### config.mk
export PLATFORM = sky130hd
export DESIGN_NAME = imm_extend_pipe
export DESIGN_NICKNAME = d
export VERILOG_FILES = /design/src/rtl/imm_extend_pipe.sv
export SDC_FILE = /design/constraint.sdc
export NUM_CORES = 1
export LEC_CHECK = 0
export ABC_AREA = 0
export CAP_MARGIN = 5
export CORE_ASPECT_RATIO = 1.75
export CORE_MARGIN = 2
export CORE_UTILIZATION = 41
export CTS_CLUSTER_DIAMETER = 120
export DETAILED_ROUTE_END_ITERATION = 8
export PLACE_DENSITY_LB_ADDON = 0.05
export SLEW_MARGIN = 15
export SYNTH_ARGS = -nofsm -noshare
export SYNTH_HDL_FRONTEND = slang
export SYNTH_SLANG_ARGS = --single-unit
### constraint.sdc
create_clock -name clk -period 2.3 [get_ports clk]
set_input_delay 0.575 -clock clk [delete_from_list [all_inputs] [get_ports clk]]
set_output_delay 0.575 -clock clk [all_outputs]
set_load 0.01 [all_outputs]
### src/rtl/imm_extend_pipe.sv
// imm_extend_pipe: decode-stage immediate extender feeding an in-order output queue.
// Latency: one cycle from an accepted push to the entry appearing at the head of an empty queue.
// Backpressure: in_ready drops only at full occupancy and is derived from registered state only.
// Optional feature: define IMMEXT_UPPER_EN to enable upper placement for mode 2'b10;
// otherwise mode 2'b10 is treated like the reserved mode 2'b11.

// imm_extend_fifo: generic in-order queue; an empty queue presents all-zero read data.
// Latency: a write is visible at the read side one cycle later; there is no bypass path.
// Backpressure: wr_ready = not full, computed from registered state; a full queue refuses a write even when a read happens in the same cycle.
module imm_extend_fifo #(
  parameter int W     = 8,
  parameter int DEPTH = 2
) (
  input  logic                       clk,
  input  logic                       rst_n,
  input  logic                       wr_valid,
  output logic                       wr_ready,
  input  logic [W-1:0]               wr_data,
  output logic                       rd_valid,
  input  logic                       rd_ready,
  output logic [W-1:0]               rd_data,
  output logic [$clog2(DEPTH+1)-1:0] level
);

  localparam int PTR_W = (DEPTH > 1) ? $clog2(DEPTH) : 1;
  localparam int LVL_W = $clog2(DEPTH + 1);
  localparam logic [LVL_W-1:0] FULL_LVL = LVL_W'(DEPTH);
  localparam logic [PTR_W-1:0] LAST_PTR = PTR_W'(DEPTH - 1);

  logic [W-1:0]     mem [DEPTH];
  logic [PTR_W-1:0] wr_ptr;
  logic [PTR_W-1:0] rd_ptr;
  logic [LVL_W-1:0] count;
  logic             do_wr;
  logic             do_rd;

  assign wr_ready = (count != FULL_LVL);
  assign rd_valid = (count != '0);
  assign do_wr    = wr_valid && wr_ready;
  assign do_rd    = rd_valid && rd_ready;
  assign level    = count;

  // The head is only presented while an entry exists, so stale storage never leaks out.
  assign rd_data  = rd_valid ? mem[rd_ptr] : '0;

  // Pointer and occupancy bookkeeping; reset discards every queued entry.
  always_ff @(posedge clk or negedge rst_n) begin
    if (!rst_n) begin
      wr_ptr <= '0;
      rd_ptr <= '0;
      count  <= '0;
    end else begin
      if (do_wr) begin
        wr_ptr <= (wr_ptr == LAST_PTR) ? '0 : wr_ptr + 1'b1;
      end
      if (do_rd) begin
        rd_ptr <= (rd_ptr == LAST_PTR) ? '0 : rd_ptr + 1'b1;
      end
      case ({do_wr, do_rd})
        2'b10:   count <= count + 1'b1;
        2'b01:   count <= count - 1'b1;
        default: count <= count;
      endcase
    end
  end

  // Storage array; contents need no reset because occupancy gates visibility.
  always_ff @(posedge clk) begin
    if (do_wr) begin
      mem[wr_ptr] <= wr_data;
    end
  end

endmodule

// imm_extend_pipe: sign/zero/upper immediate extension followed by a DEPTH-entry output queue.
// Latency: a push in cycle N shows up as out_valid in cycle N+1 when the queue was empty.
// Backpressure: out_ready stalls are absorbed by the queue; in_ready deasserts only at full occupancy.
module imm_extend_pipe #(
  parameter int IN_W  = 16,
  parameter int OUT_W = 32,
  parameter int DEPTH = 2
) (
  input  logic                       clk,
  input  logic                       rst_n,
  input  logic                       in_valid,
  output logic                       in_ready,
  input  logic [IN_W-1:0]            in_data,
  input  logic [1:0]                 in_mode,
  output logic                       out_valid,
  input  logic                       out_ready,
  output logic [OUT_W-1:0]           out_data,
  output logic                       out_err,
  output logic [$clog2(DEPTH+1)-1:0] level
);

  localparam int PAD = OUT_W - IN_W;

  logic [OUT_W-1:0] sext;
  logic [OUT_W-1:0] zext;
  logic [OUT_W-1:0] ext_data;
  logic             ext_err;
  logic [OUT_W:0]   q_rd_data;

  // Width-dependent extension candidates; a zero pad degenerates to pass-through.
  if (PAD > 0) begin : g_pad
    assign sext = {{PAD{in_data[IN_W-1]}}, in_data};
    assign zext = {{PAD{1'b0}}, in_data};
  end else begin : g_nopad
    assign sext = in_data;
    assign zext = in_data;
  end

`ifdef IMMEXT_UPPER_EN
  logic [OUT_W-1:0] uext;

  if (PAD > 0) begin : g_upad
    assign uext = {in_data, {PAD{1'b0}}};
  end else begin : g_unopad
    assign uext = in_data;
  end
`endif

  // Mode decode: select the extended value and flag illegal modes with zeroed data.
  always_comb begin
    ext_data = '0;
    ext_err  = 1'b0;
    case (in_mode)
      2'b00: ext_data = sext;
      2'b01: ext_data = zext;
`ifdef IMMEXT_UPPER_EN
      2'b10: ext_data = uext;
`else
      2'b10: ext_err  = 1'b1;
`endif
      default: ext_err = 1'b1;
    endcase
  end

  // The error flag rides alongside the operand in the top bit of each queue entry.
  imm_extend_fifo #(
    .W     (OUT_W + 1),
    .DEPTH (DEPTH)
  ) u_queue (
    .clk      (clk),
    .rst_n    (rst_n),
    .wr_valid (in_valid),
    .wr_ready (in_ready),
    .wr_data  ({ext_err, ext_data}),
    .rd_valid (out_valid),
    .rd_ready (out_ready),
    .rd_data  (q_rd_data),
    .level    (level)
  );

  assign out_err  = q_rd_data[OUT_W];
  assign out_data = q_rd_data[OUT_W-1:0];

endmodule
==> impl_metrics.csv <==
group,metric,value,unit
run_status,outcome,"finished clean",
clock_tree,cts.clk_slew.worst_paths,0.07,ns
power,total_leakage_power,1.266,nW
global_routing,grt_start_max_net_pins,19,
synth,synth_flop_type,"sky130_fd_sc_hd__edfxtp_1",
setup_path,critical_path.cell_chain,"buf_12 > mux2i_1 > nor2_1 > clkdlybuf4s50_1",
synth,syn_area,1819,µm²
floorplan,i_o_pin_count,59,
timing,max-slew-margin-rel,0.8338,
clock_tree,clock_latency_on_the_worst_skew_pair,0.28,ns
global_routing,grt_use_met1,0.1463,
global_routing,gr_util_met2,0.2470,
power,p_sw,0.001059,W
clock_tree,number_of_buffers_inserted_to_repair_setup_after_cts,0,
setup_path,worst_setup_path_startpoint,"u_queue.rd_ptr",
cells_and_area,num-fill-cells,360,
floorplan,design.die.area,5007,µm²
setup_path,timing.critical_path.max_delay_family,"buffers and inverters",
setup_path,required,1.73,ns
global_routing,grt_antenna_before_repair,0,
power,vdd_drop_max,0.0008016,V
synth,async_reset_ff_frac,0.1000,
setup_path,worstPathBufferInverterCount,2,
cells_and_area,final_layout_size_suffix_gt1_frac,0.1319,
synth,mapped_nets,151,
timing,layout_worst_path_cycle_share,0.9687,
clock_tree,clock_path_buffers,2,
global_routing,grt_overflow_total,0,
synth,synth.ff_latch_count,40,
global_routing,grt_util_met3,0.04235,
clock_tree,numCtsBuffers,5,
timing,final.setup_skew,0.002521,ns
floorplan,placementRows,32,
setup_path,worst_ep_arrival_time,1.65,ns
setup_path,timing.critical_path.fanout_max,10,
route,firstDrtPassIters,4,
global_routing,global_route.usage.total,0.1394,
power,netSwitchingFraction,0.3195,
cells_and_area,instances_no_fill,233,
global_routing,global_route_wire_length_before_repair,4.933,mm
clock_tree,ctsResizeCount,2,
setup_path,critical-path-slowest-cell,"sky130_fd_sc_hd__clkdlybuf4s50_1",
setup_path,critPathLaunchType,"flop",
power,power.combinational.fraction,0.498,
timing,max_freq,448.8,MHz
timing,timing.final.crit_period,2.228,ns
global_routing,gr-max-usage-layer,"met2",
power,sequentialPowerShare,0.336,
place,hpwlAfterDp,2.264,mm
floorplan,chipWidth,54.36,µm
floorplan,initial_core_util,0.4207,
global_routing,grt_pass1_vias,1124,
setup_path,timing.rr.start,"u_queue.level[0]",
clock_tree,number_of_buffers_inserted_for_hold_repair_after_clock_tree_synthesis,0,
synth,synthesis.instances,128,
route,detail_route.iter0.violations,12,
clock_tree,cts_tree,"done",
synth,synth_warnings,0,
cells_and_area,nets,204,
floorplan,core_area,4324,µm²
clock_tree,clock-root-buffer,"sky130_fd_sc_hd__clkbuf_8",
route,vias_per_cell,4.605,
setup_path,worst_setup_end_kind,"primary output",
clock_tree,clock_sink_count,40,
route,ant_nets,0,
power,cell_internal_pwr,0.002256,W
route,remaining_drc_errors,0,
cells_and_area,flow.area_growth_from_synthesis,40.78,%
place,routabilityCongestion,0.6905,
setup_path,critPathMaxStageDelay,0.55,ns
cells_and_area,antenna_cells_inserted,0,
route,drt_wl_total,3.151,mm
synth,synth.yosys.seq_area_share,0.6492,
floorplan,dieHeight,92.12,µm
power,powerDensity,1294,nW/µm²
run,max-cap-violations,0,
power,clock_power_share,0.166,
setup_path,crit_type,"reg -> out",
synth,synth_edf_count,36,
route,avgRoutedWirePerCell,13.52,µm
timing,final_setup_violation_count,0,
place,dp.cells,225,
route,via_count,1073,
synth,synth.lib_cells_used.distinct,18,
synth,post_synth.cell_area_avg,14.21,µm²
timing,finalHoldViolations,0,
worst_hold_path,worstHoldPathType,"in -> async",
cells_and_area,layout.core_utilization,0.5923,
timing,pin_slew_with_the_least_headroom_to_its_limit,0.2493,ns
place,portBuffers,58,
timing,report.final.slew_viol_count,0,
clock_tree,cts.htree.levels,2,
[metal layers]
layer,share of wire,up-vias
li1,-,526
met1,0.36,500
met2,0.57,43
met3,0.059,4
met4,0.012,0
met5,0,-
[synth_stat cells, types with 2 or more instances]
cell type,count,area [µm²]
sky130_fd_sc_hd__xor2_1,2,17.52
sky130_fd_sc_hd__and2b_1,10,75.07
sky130_fd_sc_hd__dfrtp_1,4,100.1
sky130_fd_sc_hd__edfxtp_1,36,1081
sky130_fd_sc_hd__clkbuf_1,2,7.510
sky130_fd_sc_hd__buf_4,15,112.6
sky130_fd_sc_hd__nor2_1,20,75.07
sky130_fd_sc_hd__buf_6,4,45.04
sky130_fd_sc_hd__mux2i_1,18,180.2
sky130_fd_sc_hd__nor2b_1,7,43.79
sky130_fd_sc_hd__xnor2_1,3,26.28
[final cells by class]
cell class	count	area, µm²	share of cell area
Clock buffer	5	68.82	0.02687
Tap cell	51	63.81	0.02491
Inverter	1	3.754	0.001466
Multi-Input combinational cell	66	476.7	0.1861
Sequential cell	40	1185	0.4626
Timing Repair Buffer	67	720.7	0.2814
Clock inverter	3	42.54	0.01661
[cells by family after synthesis]
logic type    share of synthesized area
simple gates                     0.1279
buf+inv                         0.09285
xor+xnor                        0.02408
mux                             0.09904
flops                            0.6492
fa+ha+maj                      0.006876
[stage by stage]
stage                     power, W  setup TNS [ns]  setup slack, ns  cell area [µm²]  hold WS, ns
after floorplan           0.002127               0           0.1613             1819       0.2794
after global placement    0.002826               0           0.3356             2381       0.4943
after detailed placement  0.002864               0           0.3108             2381       0.5026
after CTS                 0.003442               0         0.002836             2499       0.4887
after global routing      0.003550        -0.02299         -0.02299             2561       0.4846
final                     0.003315               0          0.07193             2561       0.4893
[state kept, by name, summed over array words and instances (netlist names)]
name / count
u_queue.level: 2
u_queue.rd_ptr: 1
u_queue.wr_ptr: 1
u_queue.mem: 36
[path summary, 6_finish.rpt]
kind / endpoint / slack, ns / depth (start not counted)
setup / recovery: out_data[3] / 0.07 / 4
hold / removal: u_queue.wr_ptr / 0.49 / 1
setup reg to reg: u_queue.level[1] / 0.72 / 6
hold reg to reg: u_queue.wr_ptr / 0.52 / 1
max in group asynchronous: u_queue.level[0] / 1.63 / 1
min in group clk: u_queue.wr_ptr / 0.52 / 1
[placed cells by master, fill, tap and decap left out, drive strengths merged, types with 2 or more instances in the layout]
cell type	Yosys	layout
dlymetal6s2s	0	24
xor2	2	2
mux2i	18	18
edfxtp	36	36
xnor2	3	3
dfrtp	4	4
nor2	21	21
nor2b	8	8
clkbuf	2	5
and2b	10	10
clkdlybuf4s50	0	34
buf	19	9
[power groups by stage]
stage | combinational, W | sequential (W) | clock [W]
2_1_floorplan | 0.00103 | 0.00110 | 0
3_3_place_gp | 0.00172 | 0.00111 | 0
3_5_place_dp | 0.00174 | 0.00112 | 0
4_1_cts | 0.00175 | 0.00111 | 0.000574
5_1_grt | 0.00181 | 0.00113 | 0.000605
6_report | 0.00165 | 0.00111 | 0.000549
Power figures use the tool's default switching activity.
